`src/rtl/booth_pkg.sv`:
```
// Shared types for the radix-4 Booth multiplier: digit actions, FSM states
// and the per-mode digit count.
package booth_pkg;

    typedef enum logic [2:0] {
        ACT_ZERO = 3'd0,
        ACT_P1   = 3'd1,
        ACT_P2   = 3'd2,
        ACT_M1   = 3'd3,
        ACT_M2   = 3'd4
    } act_e;

    typedef enum logic [1:0] {
        IDLE,
        BUSY,
        DONE
    } state_e;

    // Unsigned operands need one extra digit so the top digit is never negative.
    function automatic int unsigned num_digits(input int unsigned width, input logic is_signed);
        return is_signed ? (width / 2) : (width / 2 + 1);
    endfunction

endpackage

```
`src/rtl/booth_digit_encoder.sv`:
```
// Radix-4 Booth recoder: maps a 3-bit multiplier window {b[2i+1], b[2i], b[2i-1]}
// to the action applied to the multiplicand.
module booth_digit_encoder
    import booth_pkg::*;
(
    input  logic [2:0] digit_i,
    output act_e       act_o
);

    always_comb begin
        act_o = ACT_ZERO;
        unique case (digit_i)
            3'b000, 3'b111: act_o = ACT_ZERO;
            3'b001, 3'b010: act_o = ACT_P1;
            3'b011:         act_o = ACT_P2;
            3'b100:         act_o = ACT_M2;
            3'b101, 3'b110: act_o = ACT_M1;
        endcase
    end

endmodule

```
`src/rtl/booth_mult_seq.sv`:
```
// Iterative radix-4 Booth multiplier retiring one digit per clock, with
// valid/ready handshakes. Define BOOTH_ACC_EN to add the acc_in addend.
module booth_mult_seq
    import booth_pkg::*;
#(
    parameter int unsigned WIDTH = 8,
    parameter int unsigned CNT_W = $clog2(WIDTH / 2 + 2)
) (
    input  logic                 clk,
    input  logic                 rst_n,
    input  logic                 in_valid,
    output logic                 in_ready,
    input  logic [WIDTH-1:0]     a,
    input  logic [WIDTH-1:0]     b,
    input  logic                 is_signed,
`ifdef BOOTH_ACC_EN
    input  logic [2*WIDTH-1:0]   acc_in,
`endif
    output logic                 out_valid,
    input  logic                 out_ready,
    output logic [2*WIDTH-1:0]   product,
    output logic                 busy
);

    localparam int unsigned AW = 2 * WIDTH + 2;  // accumulator
    localparam int unsigned MW = WIDTH + 2;      // extended multiplicand
    localparam int unsigned BW = WIDTH + 3;      // multiplier plus b[-1]

    state_e            state_q, state_d;
    logic [CNT_W-1:0]  cnt_q, cnt_d;
    logic              signed_q, signed_d;
    logic [MW-1:0]     m_q, m_d;
    logic [BW-1:0]     mult_q, mult_d;
    logic [AW-1:0]     acc_q, acc_d;

    act_e              act;
    logic [MW:0]       m_ext;
    logic [MW:0]       term;
    logic [AW-1:0]     term_ext;
    logic [AW-1:0]     addend;
    logic [CNT_W:0]    shamt;
    logic [AW-1:0]     acc_init;
    logic              last_digit;

    booth_digit_encoder u_enc (
        .digit_i (mult_q[2:0]),
        .act_o   (act)
    );

    always_comb begin
        m_ext = {m_q[MW-1], m_q};
        term  = '0;
        unique case (act)
            ACT_P1:  term = m_ext;
            ACT_P2:  term = {m_q, 1'b0};
            ACT_M1:  term = -m_ext;
            ACT_M2:  term = -{m_q, 1'b0};
            default: term = '0;
        endcase
        term_ext   = {{(AW-MW-1){term[MW]}}, term};
        shamt      = {cnt_q, 1'b0};
        addend     = term_ext << shamt;
        last_digit = (cnt_q == CNT_W'(num_digits(WIDTH, signed_q) - 1));
    end

    always_comb begin
`ifdef BOOTH_ACC_EN
        acc_init = is_signed ? {{2{acc_in[2*WIDTH-1]}}, acc_in} : {2'b00, acc_in};
`else
        acc_init = '0;
`endif
    end

    always_comb begin
        state_d  = state_q;
        cnt_d    = cnt_q;
        signed_d = signed_q;
        m_d      = m_q;
        mult_d   = mult_q;
        acc_d    = acc_q;
        unique case (state_q)
            IDLE: begin
                if (in_valid) begin
                    state_d  = BUSY;
                    cnt_d    = '0;
                    signed_d = is_signed;
                    m_d      = is_signed ? {{2{a[WIDTH-1]}}, a} : {2'b00, a};
                    mult_d   = is_signed ? {{2{b[WIDTH-1]}}, b, 1'b0} : {2'b00, b, 1'b0};
                    acc_d    = acc_init;
                end
            end
            BUSY: begin
                acc_d  = acc_q + addend;
                // Slide the next overlapping 3-bit window into mult_q[2:0].
                mult_d = {2'b00, mult_q[BW-1:2]};
                cnt_d  = cnt_q + 1'b1;
                if (last_digit) begin
                    state_d = DONE;
                end
            end
            DONE: begin
                if (out_ready) begin
                    state_d = IDLE;
                end
            end
            default: state_d = IDLE;
        endcase
    end

    always_ff @(posedge clk or negedge rst_n) begin
        if (!rst_n) begin
            state_q  <= IDLE;
            cnt_q    <= '0;
            signed_q <= 1'b0;
            m_q      <= '0;
            mult_q   <= '0;
            acc_q    <= '0;
        end else begin
            state_q  <= state_d;
            cnt_q    <= cnt_d;
            signed_q <= signed_d;
            m_q      <= m_d;
            mult_q   <= mult_d;
            acc_q    <= acc_d;
        end
    end

    assign in_ready  = (state_q == IDLE);
    assign busy      = (state_q == BUSY);
    assign out_valid = (state_q == DONE);
    assign product   = acc_q[2*WIDTH-1:0];

endmodule

```
`config.mk`:
```
export PLATFORM = sky130hd
export DESIGN_NAME = booth_mult_seq
export DESIGN_NICKNAME = d
export VERILOG_FILES = /design/src/rtl/booth_pkg.sv /design/src/rtl/booth_digit_encoder.sv /design/src/rtl/booth_mult_seq.sv
export SDC_FILE = /design/constraint.sdc
export NUM_CORES = 1
export LEC_CHECK = 0
export ABC_AREA = 1
export BUFFER_PORTS_ARGS = -buffer_cell sky130_fd_sc_hd__buf_4
export CAP_MARGIN = 20
export CORE_MARGIN = 3
export CORE_UTILIZATION = 50
export CTS_CLUSTER_DIAMETER = 150
export CTS_CLUSTER_SIZE = 25
export DETAILED_ROUTE_END_ITERATION = 7
export PLACE_DENSITY = 0.78
export SYNTH_ARGS = -nofsm -noshare
export SYNTH_HDL_FRONTEND = slang
export SYNTH_HIERARCHICAL = 1
export SYNTH_SLANG_ARGS = --single-unit
```
`constraint.sdc`:
```
create_clock -name clk -period 8.6 [get_ports clk]
set_clock_uncertainty 0.15 [all_clocks]
set_input_delay 0.86 -clock clk [delete_from_list [all_inputs] [get_ports clk]]
set_output_delay 0.86 -clock clk [all_outputs]
set_load 0.02 [all_outputs]
```
## After elaboration in Yosys (flattened, before gate mapping)

Memory sizes are Yosys's and may differ from the RTL's.
Index checks and enable logic that the tools add are counted.

- Bits in registers: 45
- Memory bits (read-only): 24
- Bits of input ports: 21
- Output and inout bits: 19
- Memories: 1

Memory list:

| memory | words | width | rd ports | clocked after Yosys merged registers in | write ports | RTL line | text |
|---|---|---|---|---|---|---|---|
| (name not given) | 8 | 3 | 1 | 0 | 0 | booth_digit_encoder.sv:12 | `unique case (digit_i)` |

- Add/subtract/negate cells: 5
- Eq/ne operators: 10
- Shift operators: 1
- Muxes and demuxes: 14
- Reductions and logical operators: 5

Operator list:

| cell | count |
|---|---|
| 11-bit one-hot mux with 4 select lines | 1 |
| 18-bit one-hot mux with 2 select lines | 1 |
| 11-bit two-way mux | 2 |
| 11-bit negation | 2 |
| 11-bit one-hot mux with 2 select lines | 1 |
| 18-bit adder | 1 |
| 18-bit two-way mux | 1 |
| 18-bit by 4-bit << shifter with 18-bit output | 1 |
| 10-bit two-way mux | 1 |
| 3-bit by 2-bit equality test with 1-bit output (second input constant) | 2 |
| 2-bit two-way mux | 3 |
| 2-bit one-hot mux with 3 select lines | 1 |
| 3-bit one-hot mux with 2 select lines | 1 |
| 2-bit by 1-bit != test with 1-bit output (second input constant) | 2 |
| 2-bit AND reduction | 2 |
| 3-bit by 1-bit adder with 3-bit output (second input constant) | 1 |
| 3-bit by 1-bit equality test with 1-bit output (second input constant) | 1 |
| 3-bit equality test | 1 |
| 3-bit equality test (second input constant) | 1 |
| 3-bit two-way mux | 1 |
| 3-bit AND reduction | 1 |
| 3-bit by 1-bit subtractor with 3-bit output (second input constant) | 1 |
| 2-bit by 1-bit equality test with 1-bit output (second input constant) | 1 |
| 2-bit equality test (second input constant) | 1 |
| 4 further kinds | 4 |

## Longest topological paths before layout

Gate-level depths: netlist (run 1).
An unclocked memory read counts as a cell.

- Word-level depth: 6
- Depth in mapped cells: 26

## By module

The synthesis (run 1) kept the hierarchy.

By module, submodules not included:

| module | instances | cells an instance | area an instance (µm²) | seq. area each (µm²) |
|---|---|---|---|---|
| booth_mult_seq | 1 | 453 | 3171.8 | 1026.0 |
| booth_digit_encoder | 1 | 10 | 55.1 | 0.0 |

## Worst setup path before layout (run 1)

OpenSTA, ideal clock, no wires.

- Path kind: reg2reg
- From: register mult_q[0]
- To: register acc_q[15]
- Arrival time: 3.273 ns
- Required time: 8.332 ns
- Setup slack: 5.059 ns
- Cell stages (with the launch flop): 25
- Period minus slack after synthesis: 3.541 ns
- Cell sequence: dfrtp_1 inv_1 ha_1 nand2_1 nand2_1 inv_2 nor2_4 inv_2 nor2_1 a21oi_1 o221ai_1 o21ai_0 or2_1 nor2_1 ha_1 a21oi_1 nand2_1 nand2_1 a31oi_1 a21boi_1 inv_1 a21oi_1 nand3_1 nand3_1 nand2_1

- Longest elaborated chain between the ends: 6
- Elaborated cells on any way between the ends: 9
- Classes of those cells: add/sub (1); eq/ne (4); shift (1); mux (2); memory (1)

RTL lines:

| item | RTL line | text |
|---|---|---|
| start, declared | booth_mult_seq.sv:33 | `logic [BW-1:0] mult_q, mult_d;` |
| start signal, assigned | booth_mult_seq.sv:123 | `mult_q <= mult_d;` |
| memory 8 x 3 bit * | -- |  |
| via act[0] | booth_mult_seq.sv:36 | `act_e act;` |
| 3-bit equality test, or another cell as far along | booth_mult_seq.sv:53 | `unique case (act)` |
| 11-bit one-hot mux with 4 select lines * | booth_mult_seq.sv:53 |  |
| 18-bit by 4-bit << shifter with 18-bit output * | booth_mult_seq.sv:62 | `addend = term_ext << shamt;` |
| 18-bit adder * | booth_mult_seq.sv:93 | `acc_d = acc_q + addend;` |
| 18-bit one-hot mux with 2 select lines * | booth_mult_seq.sv:81 | `unique case (state_q)` |
| end signal, assigned | booth_mult_seq.sv:117 | `acc_q <= '0;` |
| end signal, assigned | booth_mult_seq.sv:124 | `acc_q <= acc_d;` |
| end, declared | booth_mult_seq.sv:34 | `logic [AW-1:0] acc_q, acc_d;` |

The timed path passes the listed nets; every way through them passes the cells marked *.
A chain may end at the register's enable or synchronous reset.

## Worst setup path after layout (run 1)

Ends and elaborated chain as after synthesis.

==> impl_metrics.json, run 1 <==
{
  "synth-simple-area-share_pct": 30.2,
  "dpl_cell_area_sq_mm": 0.00358,
  "grt_max_degree": 42,
  "crit_type": "register to register",
  "final_area_sq_mm": 0.00367,
  "start_kind": "register",
  "hold_violations": 0,
  "clk_pin_slew_worst_paths_ns": 0.09,
  "ant_nets": 0,
  "die_height_microns": 86.3,
  "wl_per_cell_microns": 14.4,
  "postSynthCellCount": 463,
  "area_growth_pct": 13.8,
  "synthFlopType": "dfrtp_1",
  "worst_setup_path_end_kind": "register",
  "htreeDepth": 2,
  "whs_ns": 0.343,
  "final_net_count": 541,
  "fillCellCount": 595,
  "root_buffer": "clkbuf_8",
  "worst_pin_slew_ns": 0.774,
  "grt_overflow_total": 0,
  "cts_buffers": 5,
  "synth_top_family_by_area": "simple AND/OR/NAND/NOR gates",
  "gp_congestion": 0.937,
  "antenna_cells": 0,
  "syn_area_sq_mm": 0.00323,
  "wl_microns": 8290,
  "ys_seq_area_share_pct": 31.8,
  "cts_sinks": 41,
  "layout_min_cycle_time_ns": 4.22,
  "synth_compound_area_share_pct": 18.7,
  "firstDrtPassIters": 5,
  "setup_viol": 0,
  "syn_avg_cell_area_sq_um": 6.97,
  "dp_hpwl_microns": 6280,
  "synth_cell_types": 43,
  "grt.total_usage_pct": 23.4,
  "holdBufCountCts": 0,
  "port_buffers": 39,
  "required_ns": 8.70,
  "crit_arrival_ns": 4.32,
  "synth-async-reset-ratio_pct": 100,
  "synth-xor-area-share_pct": 1.63,
  "viasPerCell": 5.66,
  "yosys_warnings": 6,
  "pin_count": 40,
  "drt_iter0_drc": 230,
  "netlist.area_leader.share_pct": 31.8,
  "fp.dieW_microns": 86.3,
  "yosys-mux-area-fraction_pct": 0.310,
  "start_util_pct": 52.9,
  "grt_pass1_wl_microns": 14200,
  "vias": 3246,
  "die_area_sq_mm": 0.00745,
  "cts_resized": 0,
  "setup-tns-final_ns": 0,
  "status": "completed",
  "fmax_mhz": 237,
  "hp-class": "register to register",
  "yosysTopAreaCell": "dfrtp_1",
  "finalCritPeriodShare_pct": 49.1,
  "grt_pass1_vias": 3063,
  "rows": 28,
  "drive_above_1_share_pct": 14.4,
  "yosysMostFrequentCell": "nand2_1",
  "slew_viol_final": 0,
  "antenna_found_initial": 0,
  "clock_latency_ns": 0.30,
  "slew_headroom_pct": 48.2,
  "synthTopCellsByArea": "dfrtp_1 32%, nand2_1 13%, ha_1 8.1%",
  "tritoncts": "yes",
  "core_area_sq_mm": 0.00610,
  "synth_edf_count": 0,
  "maxCapViolations": 0,
  "ys_ff_latch": 41,
  "synthAdderAreaFrac_pct": 8.76,
  "rsz0062_at_grt": "no",
  "synth_nets": 506,
  "cp_max_fo": 9,
  "cts_setup_buffers": 0,
  "yosys-top-cells-count": "115 x nand2_1, 55 x inv_1, 41 x dfrtp_1, 41 x o21ai_0, 35 x nand3_1",
  "drc": 0,
  "clockBufferDepth": 2
}
## final cells by class
type	instances	area (sq um)	area share, %
multi-input cells	349	1930	52.5
well taps	75	93.8	2.55
flip-flops and latches	41	1030	27.9
clock buffers	5	68.8	1.87
inverters	60	225	6.13
repair buffers	41	308	8.38
clock inverters	3	25.0	0.681
## cells in the final DEF, fill, tap and decap left out, types with 4 or more instances in the layout
cell type,n
a221oi_1,5
inv_2,5
ha_1,21
nand3_2,4
buf_4,41
nor3_1,7
inv_1,55
xor2_1,5
nor2_1,31
nand4_1,8
o21ai_1,4
o22ai_1,4
clkbuf_8,5
dfrtp_1,41
nand2_1,115
a21oi_1,24
o21ai_0,41
nand2_2,8
nand3_1,35
## flip-flops by register name, indices dropped and copies added, names as in the netlist
name      cells
acc_q        16
mult_q       10
m_q           9
cnt_q         3
state_q       2
signed_q      1
## path summary, 6_finish.rpt
path,start,slack (ns),end,cells after the start
setup / recovery,mult_q[0]$_DFFE_PN0P_,4.38,acc_q[15]$_DFFE_PN0P_,25
hold / removal,mult_q[9]$_DFFE_PN0P_,0.34,mult_q[9]$_DFFE_PN0P_,2
setup reg to reg,mult_q[0]$_DFFE_PN0P_,4.38,acc_q[15]$_DFFE_PN0P_,25
hold reg to reg,mult_q[9]$_DFFE_PN0P_,0.34,mult_q[9]$_DFFE_PN0P_,2
max in group asynchronous,rst_n,7.55,acc_q[8]$_DFFE_PN0P_,1
min in group asynchronous,rst_n,0.38,m_q[6]$_DFFE_PN0P_,1
## worst max-delay path, cell delays in order, from the launching register on
cell	delay, ns
dfrtp_1	0.39
inv_1	0.05
ha_1	0.43
nand2_1	0.08
nand2_1	0.23
inv_2	0.10
nor2_4	0.25
inv_2	0.06
nor2_1	0.11
a21oi_1	0.05
o221ai_1	0.11
o21ai_0	0.14
or2_1	0.26
nor2_1	0.13
ha_1	0.30
a21oi_1	0.15
nand2_1	0.10
nand2_1	0.08
a31oi_1	0.14
a21boi_1	0.28
inv_1	0.08
a21oi_1	0.22
inv_1	0.07
nand3_1	0.08
nand3_1	0.08
nand2_1	0.07
## per-stage QoR
step | utilization, % | std cells | setup slack, ns
after floorplan | - | 463 | 5.06
after global placement | 58.7 | 566 | 4.66
after detailed placement | 58.7 | 566 | 4.46
after CTS | 60.3 | 574 | 4.41
after global routing | 60.3 | 574 | 3.90
final | 60.3 | 574 | 4.38
## kinds of logic after synthesis
| group | Yosys count |
|---|---|
| multiplexers | 1 |
| flip-flops | 41 |
| AND/OR/NAND/NOR | 218 |
| AO/OA/AOI/OAI | 102 |
| buffers and inverters | 73 |
| adder cells (fa/ha/maj) | 22 |
| XOR/XNOR | 6 |
## layer usage
layer | vias to the layer above | track usage, % | part of all wire [%]
met4 | 0 | 6.23 | 1.5
met3 | 16 | 3.90 | 6.1
met1 | 1493 | 33.5 | 48
li1 | 1629 | - | -
met2 | 108 | 36.7 | 45
met5 | - | 0 | 0
Power of run 1 is not shown: default switching activity piles up to over one toggle a cycle in this logic, so the estimate is an artifact.
==> inputs of run 2 (changes only) <==
==> constraint.sdc (replaced) <==
create_clock -name clk -period 4.3 [get_ports clk]
set_clock_uncertainty 0.15 [all_clocks]
set_input_delay 0.43 -clock clk [delete_from_list [all_inputs] [get_ports clk]]
set_output_delay 0.43 -clock clk [all_outputs]
set_load 0.02 [all_outputs]
==> run 2 against run 1 <==
Register-to-register slack got worse by 4.0 ns. Die area did not move. Non-clock buffer count rose by 1. Global-route usage rose by 0.18 points. Utilization rose by 0.41 points. Cell count rose by 0.17%. Worst setup slack got worse by 4.0 ns. Count of clock-buffer cells in the layout did not move. Cell area rose by 0.68%. Critical path depth fell by 3.
==> impl_metrics.json, run 2 (synthesis gave the netlist of run 1 again) <==
{
  "clk_pin_slew_worst_paths_ns": 0.10,
  "crit_arrival_ns": 4.05,
  "slew_viol_final": 0,
  "gp_congestion": 0.949,
  "stdcell_count": 575,
  "hp-class": "input pin to register",
  "cts_setup_buffers": 0,
  "grt_pass1_vias": 3102,
  "antenna_found_initial": 0,
  "crit_type": "register to register",
  "drive_above_1_share_pct": 15.2,
  "slew_headroom_pct": 62.8,
  "seq_area_sq_mm": 0.00103,
  "start_kind": "register",
  "multi_input_area_sq_mm": 0.00194,
  "firstDrtPassIters": 5,
  "tritoncts": "yes",
  "setup-tns-final_ns": 0,
  "fmax_mhz": 253,
  "grt_overflow_total": 0,
  "required_ns": 4.40,
  "viasPerCell": 5.60,
  "largest_register_ffs": 16,
  "final_net_count": 542,
  "grt_pass1_wl_microns": 14100,
  "drt_iter0_drc": 259,
  "port_buffers": 39,
  "cts_sinks": 41,
  "dp_hpwl_microns": 6140,
  "grt.total_usage_pct": 23.6,
  "antenna_cells": 0,
  "layout_min_cycle_time_ns": 3.95,
  "hold_violations": 0,
  "wl_microns": 8190,
  "wl_per_cell_microns": 14.2,
  "finalCritPeriodShare_pct": 91.9,
  "clock_latency_ns": 0.31,
  "top_register": "acc_q",
  "area_growth_pct": 14.6,
  "fillCellCount": 596,
  "rows": 28,
  "status": "completed",
  "maxCapViolations": 0,
  "cp_max_fo": 9,
  "final_cell_mix": "114 x nand2_1, 55 x inv_1, 41 x o21ai_0, 41 x dfrtp_1, 41 x buf_4",
  "root_buffer": "clkbuf_8",
  "fp.dieW_microns": 86.3,
  "die_height_microns": 86.3,
  "setup_viol": 0,
  "clockBufferDepth": 2,
  "vias": 3221,
  "drc": 0,
  "htreeDepth": 2,
  "largestRegisters": "acc_q x16, mult_q x10, m_q x9",
  "worst_pin_slew_ns": 0.557,
  "worst_setup_path_end_kind": "register",
  "die_area_sq_mm": 0.00745,
  "place_inst": 566,
  "whs_ns": 0.133,
  "cts_buffers": 5,
  "final_common_cell": "nand2_1",
  "ant_nets": 0,
  "start_util_pct": 52.9,
  "core_area_sq_mm": 0.00610,
  "grt_max_degree": 42,
  "final_util_pct": 60.7,
  "pin_count": 40
}
run 2: metrics by stage:
step                      cell area, sq um  setup slack [ns]
after CTS                             3680             0.222
after global placement                3580             0.367
final                                 3700             0.350
after floorplan                       3230             0.759
after global routing                  3700         -0.000409
after detailed placement              3580             0.262
run 2: layout make-up:
cell class                      instances  share of cell area (%)
Clock inverter                          3                   0.677
Inverter                               60                    6.09
Tap cell                               75                    2.54
Sequential cell                        41                    27.7
Timing Repair Buffer                   42                    8.59
Multi-Input combinational cell        349                    52.5
Clock buffer                            5                    1.86
run 2: final timing paths:
| kind | startpoint | slack [ns] | depth (start not counted) | endpoint |
|---|---|---|---|---|
| worst min register to register | mult_q[9]$_DFFE_PN0P_ | 0.35 | 2 | mult_q[9]$_DFFE_PN0P_ |
| max in group asynchronous | rst_n | 3.13 | 2 | acc_q[3]$_DFFE_PN0P_ |
| min in group asynchronous | rst_n | 0.50 | 2 | m_q[4]$_DFFE_PN0P_ |
| worst max register to register | mult_q[1]$_DFFE_PN0P_ | 0.35 | 22 | acc_q[15]$_DFFE_PN0P_ |
| worst min-delay path | out_ready | 0.13 | 2 | state_q[1]$_DFFE_PN0P_ |
| worst max-delay path | mult_q[1]$_DFFE_PN0P_ | 0.35 | 22 | acc_q[15]$_DFFE_PN0P_ |
run 2: critical path: stages, from the launching register on:
cell      delay, ns
dfrtp_1        0.37
inv_1          0.05
ha_2           0.40
nand2_1        0.08
nand2_2        0.15
inv_2          0.08
nor2_4         0.23
inv_2          0.06
nor2_1         0.09
a21oi_1        0.05
o221ai_1       0.11
o21ai_0        0.14
or2_1          0.27
o21ai_1        0.19
ha_1           0.29
a21oi_1        0.29
o21ai_0        0.15
a211o_1        0.27
a21oi_1        0.21
inv_1          0.06
nand3_1        0.08
nand3_1        0.07
nand2_1        0.06
run 2: layer usage:
| layer | up-vias | GRT usage, % | share of wire, % |
|---|---|---|---|
| li1 | 1633 | - | - |
| met1 | 1491 | 33.1 | 48 |
| met2 | 89 | 37.1 | 45 |
| met3 | 8 | 3.90 | 5.3 |
| met4 | 0 | 7.79 | 1.4 |
| met5 | - | 0 | 0 |
run 2: what timing repair did:
action | 4_1_cts | 5_1_grt
hold endpoints to repair | 41 | 0
setup endpoints to repair | 0 | 5
gates resized for setup | 0 | 4
hold buffers | 1 | 0
Power of run 2 is left out for the same reason.
